===== src/rtl/mem_arbiter.sv =====
// Two-port cache-line arbiter: an icache read port and a dcache read/writeback
// port share one memory port, with round-robin on ties and one IDLE cycle between transactions.
module mem_arbiter #(
  parameter int ADDR_WIDTH = 32,
  parameter int LINE_WIDTH = 256
) (
  input  logic                  clk,
  input  logic                  rst,
  input  logic [ADDR_WIDTH-1:0] i_dfp_addr,
  input  logic                  i_dfp_read,
  output logic [LINE_WIDTH-1:0] i_dfp_rdata,
  output logic                  i_dfp_resp,
  input  logic [ADDR_WIDTH-1:0] d_dfp_addr,
  input  logic                  d_dfp_read,
  input  logic                  d_dfp_write,
  input  logic [LINE_WIDTH-1:0] d_dfp_wdata,
  output logic [LINE_WIDTH-1:0] d_dfp_rdata,
  output logic                  d_dfp_resp,
  output logic [ADDR_WIDTH-1:0] mem_addr,
  output logic                  mem_read,
  output logic                  mem_write,
  output logic [LINE_WIDTH-1:0] mem_wdata,
  input  logic [LINE_WIDTH-1:0] mem_rdata,
  input  logic                  mem_resp,
  output logic                  idle,
  output logic [1:0]            state_dbg
);

  typedef enum logic [1:0] {
    IDLE    = 2'd0,
    GRANT_I = 2'd1,
    GRANT_D = 2'd2
  } state_t;

  state_t state;
  state_t view;
  logic   last_grant;
  logic   i_req;
  logic   d_req;

  assign i_req = i_dfp_read;
  assign d_req = d_dfp_read | d_dfp_write;

  // last_grant = 1 means dcache was served last, so an icache/dcache tie goes to icache.
  always_ff @(posedge clk) begin
    if (rst) begin
      state      <= IDLE;
      last_grant <= 1'b1;
    end else begin
      case (state)
        IDLE: begin
          if (i_req && (!d_req || last_grant)) begin
            state      <= GRANT_I;
            last_grant <= 1'b0;
          end else if (d_req) begin
            state      <= GRANT_D;
            last_grant <= 1'b1;
          end
        end
        GRANT_I: if (mem_resp) state <= IDLE;
        GRANT_D: if (mem_resp) state <= IDLE;
        default: state <= IDLE;
      endcase
    end
  end

  // Reset forces the IDLE view so an aborted grant never leaks strobes or responses.
  assign view      = rst ? IDLE : state;
  assign idle      = (view == IDLE);
  assign state_dbg = view;

  always_comb begin
    mem_addr    = '0;
    mem_read    = 1'b0;
    mem_write   = 1'b0;
    mem_wdata   = '0;
    i_dfp_rdata = '0;
    i_dfp_resp  = 1'b0;
    d_dfp_rdata = '0;
    d_dfp_resp  = 1'b0;
    case (view)
      GRANT_I: begin
        mem_addr    = i_dfp_addr;
        mem_read    = i_dfp_read;
        i_dfp_rdata = mem_rdata;
        i_dfp_resp  = mem_resp;
      end
      GRANT_D: begin
        mem_addr    = d_dfp_addr;
        mem_wdata   = d_dfp_wdata;
        mem_write   = d_dfp_write;
        mem_read    = d_dfp_read & ~d_dfp_write;
        d_dfp_rdata = mem_rdata;
        d_dfp_resp  = mem_resp;
      end
      default: ;
    endcase
  end

endmodule


===== config.mk =====
export PLATFORM = sky130hd
export DESIGN_NAME = mem_arbiter
export DESIGN_NICKNAME = d
export VERILOG_FILES = /design/src/rtl/mem_arbiter.sv
export SDC_FILE = /design/constraint.sdc
export NUM_CORES = 1
export LEC_CHECK = 0
export CAP_MARGIN = 20
export CORE_AREA = 4 4 533 535
export DETAILED_ROUTE_END_ITERATION = 7
export DIE_AREA = 0 0 537 539
export DONT_BUFFER_PORTS = 1
export PLACE_DENSITY_LB_ADDON = 0.3
export SETUP_SLACK_MARGIN = 0.4
export SYNTH_ARGS = -nofsm -noshare
export SYNTH_HDL_FRONTEND = slang
export SYNTH_SLANG_ARGS = --single-unit

===== constraint.sdc =====
create_clock -name clk -period 1.6 [get_ports clk]
set_clock_uncertainty 0.1 [all_clocks]
set_input_delay 0.16 -clock clk [delete_from_list [all_inputs] [get_ports clk]]
set_output_delay 0.16 -clock clk [all_outputs]
set_load 0.05 [all_outputs]

=== After elaboration in Yosys (flattened, before gate mapping) ===
Index checks and enable logic that the tools add are counted.

* Input bits: 582
* Register bits: 3
* Word-level logic and storage cells: 35
* Output and inout port bits: 807

* Bitwise gates (word level): 3
* Reductions and logical operators: 9
* Eq/ne operators: 6
* Multiplexer cells: 15

{| class="wikitable"
|+ Operators by type and width
! operator !! number
|-
| two-way mux 256 bit || 3
|-
| case mux 32 bit (2 select lines) || 1
|-
| two-way mux 2 bit || 4
|-
| two-way mux 1 bit || 5
|-
| == test 2 x 1 -> 1 bit (second input constant) || 2
|-
| == test 2 bit (second input constant) || 2
|-
| logical NOT 2 bit || 2
|-
| case mux 2 bit (2 select lines) || 1
|-
| AND reduction 2 bit || 2
|-
| inequality test 3 bit (second input constant) || 1
|-
| inequality test 2 x 1 -> 1 bit (second input constant) || 1
|-
| case mux 1 bit (2 select lines) || 1
|-
| nonzero test 2 bit || 1
|-
| OR reduction 2 bit || 1
|-
| AND 1 bit || 1
|-
| logical AND 1 bit || 1
|-
| logical NOT 1 bit || 1
|-
| logical OR 1 bit || 1
|-
| NOT 1 bit || 1
|-
| bitwise OR 1 bit || 1
|}

=== Logic depth before layout (Yosys ltp) ===
* Word-level depth: 6
* Depth in mapped cells: 9

=== Worst setup path after synthesis ===
Ideal clock, no wire load.

* Path type: flip-flop to output port
* Start: register state[0]
* End: output port mem_read
* Arrival: 2.674 ns
* Stages on the path, launching flop included: 9
* Path slack: -1.334 ns
* Cells stage by stage: dfxtp_1 inv_1 nor2_1 ha_1 buf_4 buf_6 clkbuf_1 nand2_1 a21oi_1

* Word-level cells in the longest chain between the ends: 3
* Elaborated cells between the ends (all ways): 4

{| class="wikitable"
|+ Ends and longest elaborated chain
! element !! RTL line !! source
|-
| from (decl) || 35 || <nowiki>state_t state;</nowiki>
|-
| from (signal assigned) || 47 || <nowiki>state <= IDLE;</nowiki>
|-
| from (signal assigned) || 53 || <nowiki>state <= GRANT_I;</nowiki>
|-
| from (signal assigned) || 56 || <nowiki>state <= GRANT_D;</nowiki>
|-
| two-way mux 2 bit (*) || 68 || <nowiki>assign view = rst ? IDLE : state;</nowiki>
|-
| named net state_dbg[0] || 26 || <nowiki>output logic [1:0] state_dbg</nowiki>
|-
| == test 2 bit or == test 2 x 1 -> 1 bit (tied branches) || 81 || <nowiki>case (view)</nowiki>
|-
| case mux 1 bit (2 select lines) (*) || 81 ||
|-
| to (decl) || 20 || <nowiki>output logic mem_read,</nowiki>
|}

Mark *: on every way through the listed nets, which the timed path passes. The rest lies on a longest branch.

=== Final worst setup path ===
* Start: register state[0]
* End: output port mem_wdata[231]

* Word-level cells in the longest chain between the ends: 3

{| class="wikitable"
|+ Ends and longest elaborated chain
! element !! RTL line !! source
|-
| two-way mux 2 bit || 68 ||
|-
| == test 2 bit || 81 ||
|-
| two-way mux 256 bit || 81 ||
|-
| to (decl) || 22 || <nowiki>output logic [LINE_WIDTH-1:0] mem_wdata,</nowiki>
|}

No other way between the ends.

==> results.py <==
metrics = {
    "outcome": {
        "status": "complete, but fails checks",
        "failed_checks": "setup timing",
    },
    "detailed_routing": {
        "detailed_router_iteration_count_before_antenna_repair": 6,
        "wl_per_cell_um": 37.15,
        "avgViaCountPerCell": 1.931,
        "via_count": 10310,
        "drt.antenna.violating_nets": 0,
        "sum_of_routed_wire_length_over_all_layers_um": 198300,
        "remaining_drc_errors": 0,
        "detail_route.iter0.violations": 612,
    },
    "floorplanning": {
        "die_span_x_um": 537,
        "floorplan.rows": 194,
        "floorplan.core_area_um2": 278900,
        "die_height_um": 539,
        "die_area_um2": 289400,
        "start_util": 0.02081,
        "num_io_pins": 1389,
    },
    "global_routing": {
        "grt_use_total": 0.1294,
        "antenna_found_initial": 166,
        "first_global_vias": 10330,
        "grt_overflow_total": 0,
        "grt_max_degree": 62,
        "grt_pass1_wl_um": 223400,
    },
    "yosys": {
        "postSynthRegisterBits": 3,
        "post_synth.cell_area_avg_um2": 6.051,
        "post_synth_main_area_contributors": "and2_1 83%, clkbuf_1 5.0%, a22oi_1 4.1%",
        "synth.yosys.seq_area_share": 0.01035,
        "async_set_reset_flop_share_out_of_synthesis": 0,
        "synth_top_area_cell": "and2_1",
        "synth_fp_nets": 1545,
        "dominant_register_cell_in_the_synthesized_netlist": "dfxtp_1",
        "synthesis.yosys.warnings": 0,
        "number_of_enable_type_register_cells_in_the_synthesized_netlist": 0,
        "synth.cell_area_um2": 5803,
        "synth.top_cell.area_share": 0.8312,
        "netlist_instances": 959,
        "netlist-cell-type-count": 22,
    },
    "clock_tree": {
        "insertion_delay_of_the_later_clocked_pin_in_the_worst_skew_pair_ns": 0.23,
        "numCtsBuffers": 3,
        "cts.clk_slew.worst_paths_ns": 0.03,
        "cts_buffer_depth": 2,
        "tritoncts": "yes",
        "clock_tree.root_cell": "clkbuf_16",
        "clock_sinks": 3,
        "h-tree-depth": 1,
    },
    "setup_path": {
        "critical_path_start_end_classification": "flop to output port",
        "worstPathRequired_ns": 1.34,
        "crit_fanout": 45,
        "cp.arrival_ns": 1.94,
        "worst_setup_path_end_kind": "output port",
        "start_kind": "flop",
    },
    "power": {
        "power.density_nw_per_um2": 430.7,
        "max-vdd-ir-drop_mv": 0.2791,
        "power_leakage_uw": 0.008521,
    },
    "finish": {
        "area.growth.synth_to_final_pct": 325.4,
        "post_layout_nets": 2124,
        "num-fill-cells": 32030,
        "final_cell_area_um2": 24680,
        "fraction_of_final_layout_cells_with_drive_strength_greater_than_1": 0.9102,
    },
    "timing": {
        "worst_slew_pin_slew_ns": 0.4372,
        "final.period_utilization": 1.375,
        "finalWorstPathRequiredPeriod_ns": 2.200,
        "max_slew_margin": 0.7096,
        "timing.final.max_slew_violations": 0,
        "hold_ws_ns": 0.02028,
        "setup_viol": 807,
        "rsz0062_at_grt": "yes",
        "final_hold_viol_count": 0,
        "post-route-worst-setup-slack_ns": -0.5999,
        "timing_limited_maximum_frequency_mhz": 454.6,
    },
    "min_path": {
        "worstHoldPathType": "primary input to flop",
    },
    "placed_design": {
        "hpwlAfterDp_um": 189400,
        "finalWeightedCongestion": 1.022,
        "post_dp_cell_area_um2": 23820,
        "preCtsSetupSlack_ns": -0.4686,
        "io_buffers": 0,
    },
    "run": {
        "max-cap-violations": 0,
    },
}
## metal layers
layer / wire length, um / up-vias / GRT usage
met3: 37030 / 278 / 0.1044
met1: 74170 / 4627 / 0.1450
met5: 416 / - / 0
met4: 4396 / 60 / 0.01593
met2: 82310 / 1209 / 0.1950
li1: - / 4135 / -
## cell type report
| class | instances | area [um2] | area share |
|---|---|---|---|
| well taps | 3724 | 4659 | 0.1888 |
| clock buffers | 4 | 78.83 | 0.003193 |
| multi-input cells | 854 | 6779 | 0.2746 |
| flip-flops and latches | 3 | 62.56 | 0.002534 |
| repair buffers | 671 | 12890 | 0.5221 |
| diodes | 78 | 195.2 | 0.007907 |
| inverters | 5 | 22.52 | 0.0009124 |
## Yosys cell counts, types with 2 or more instances
library cell / count
a22oi_1: 32
and2_1: 771
buf_2: 16
buf_4: 2
clkbuf_1: 77
dfxtp_1: 3
ha_1: 4
inv_1: 5
nand2_1: 2
nor2_1: 35
## worst max-delay path, cell delays in order, from the launching register on
cell and delay, ns:
dfxtp_2 0.32, inv_2 0.05, nor2_4 0.14, inv_2 0.07, ha_4 0.19, buf_12 0.15
buf_16 0.17, buf_12 0.17, and2_2 0.24, buf_12 0.15
## registers in the layout (all words and copies together), names as in the netlist
signal,cells
last_grant,1
state,2
## through the flow
stage,utilization,setup TNS (ns),std cells,total power (uW)
after floorplan,-,-238.33,959,4964
after global placement,0.08541,-154.95,5230,10180
after detailed placement,0.08541,-205.12,5230,10190
after CTS,0.08686,-386.12,5251,10810
after global routing,0.08822,-427.42,5307,11100
final,0.08851,-387.37,5339,10630
## placed cells by master, fill, tap and decap left out, types with 2 or more instances in the layout
cell       instances
a22oi_1            2
a22oi_2           30
and2_1           117
and2_2           499
and2_4           155
buf_12           604
buf_16             7
buf_4             45
buf_6              6
buf_8              2
clkbuf_16          8
dfxtp_2            2
diode_2           78
ha_1               2
ha_4               2
inv_1              2
inv_2              2
nand2_1            2
nor2_1             2
nor2_4            33
## worst paths after layout
path	startpoint	endpoint	slack, ns	depth (start not counted)
worst max-delay path	state[0]	mem_wdata[231]	-0.60	9
worst min-delay path	i_dfp_read	last_grant	0.02	2
worst max register to register	state[0]	state[0]	-0.37	7
worst min register to register	last_grant	last_grant	0.44	1
## what timing repair did
action                                  in CTS  in global routing
endpoints found under the hold margin        1                  0
cloned                                       3                  5
gates resized for setup                     49                 53
setup buffers                               13                  5
hold buffers                                 1                  0
endpoints found under the setup margin     810                810
pin swaps                                   14                 46
## cell families after synthesis
logic type                 count (synthesis)  share of synthesized area
and+or+nand+nor                          812                     0.8601
DFF                                        3                    0.01035
AOI/OAI and AO/OA                         38                    0.04894
buffers and inverters                    102                    0.07201
adders and majority gates                  4                   0.008625
## power by group
part           switching (uW)  total [uW]  internal [uW]
combinational            6360       10100           3760
clock                    82.4         413            330
sequential               11.1        99.9           88.8
Power figures use the tool's default switching activity.
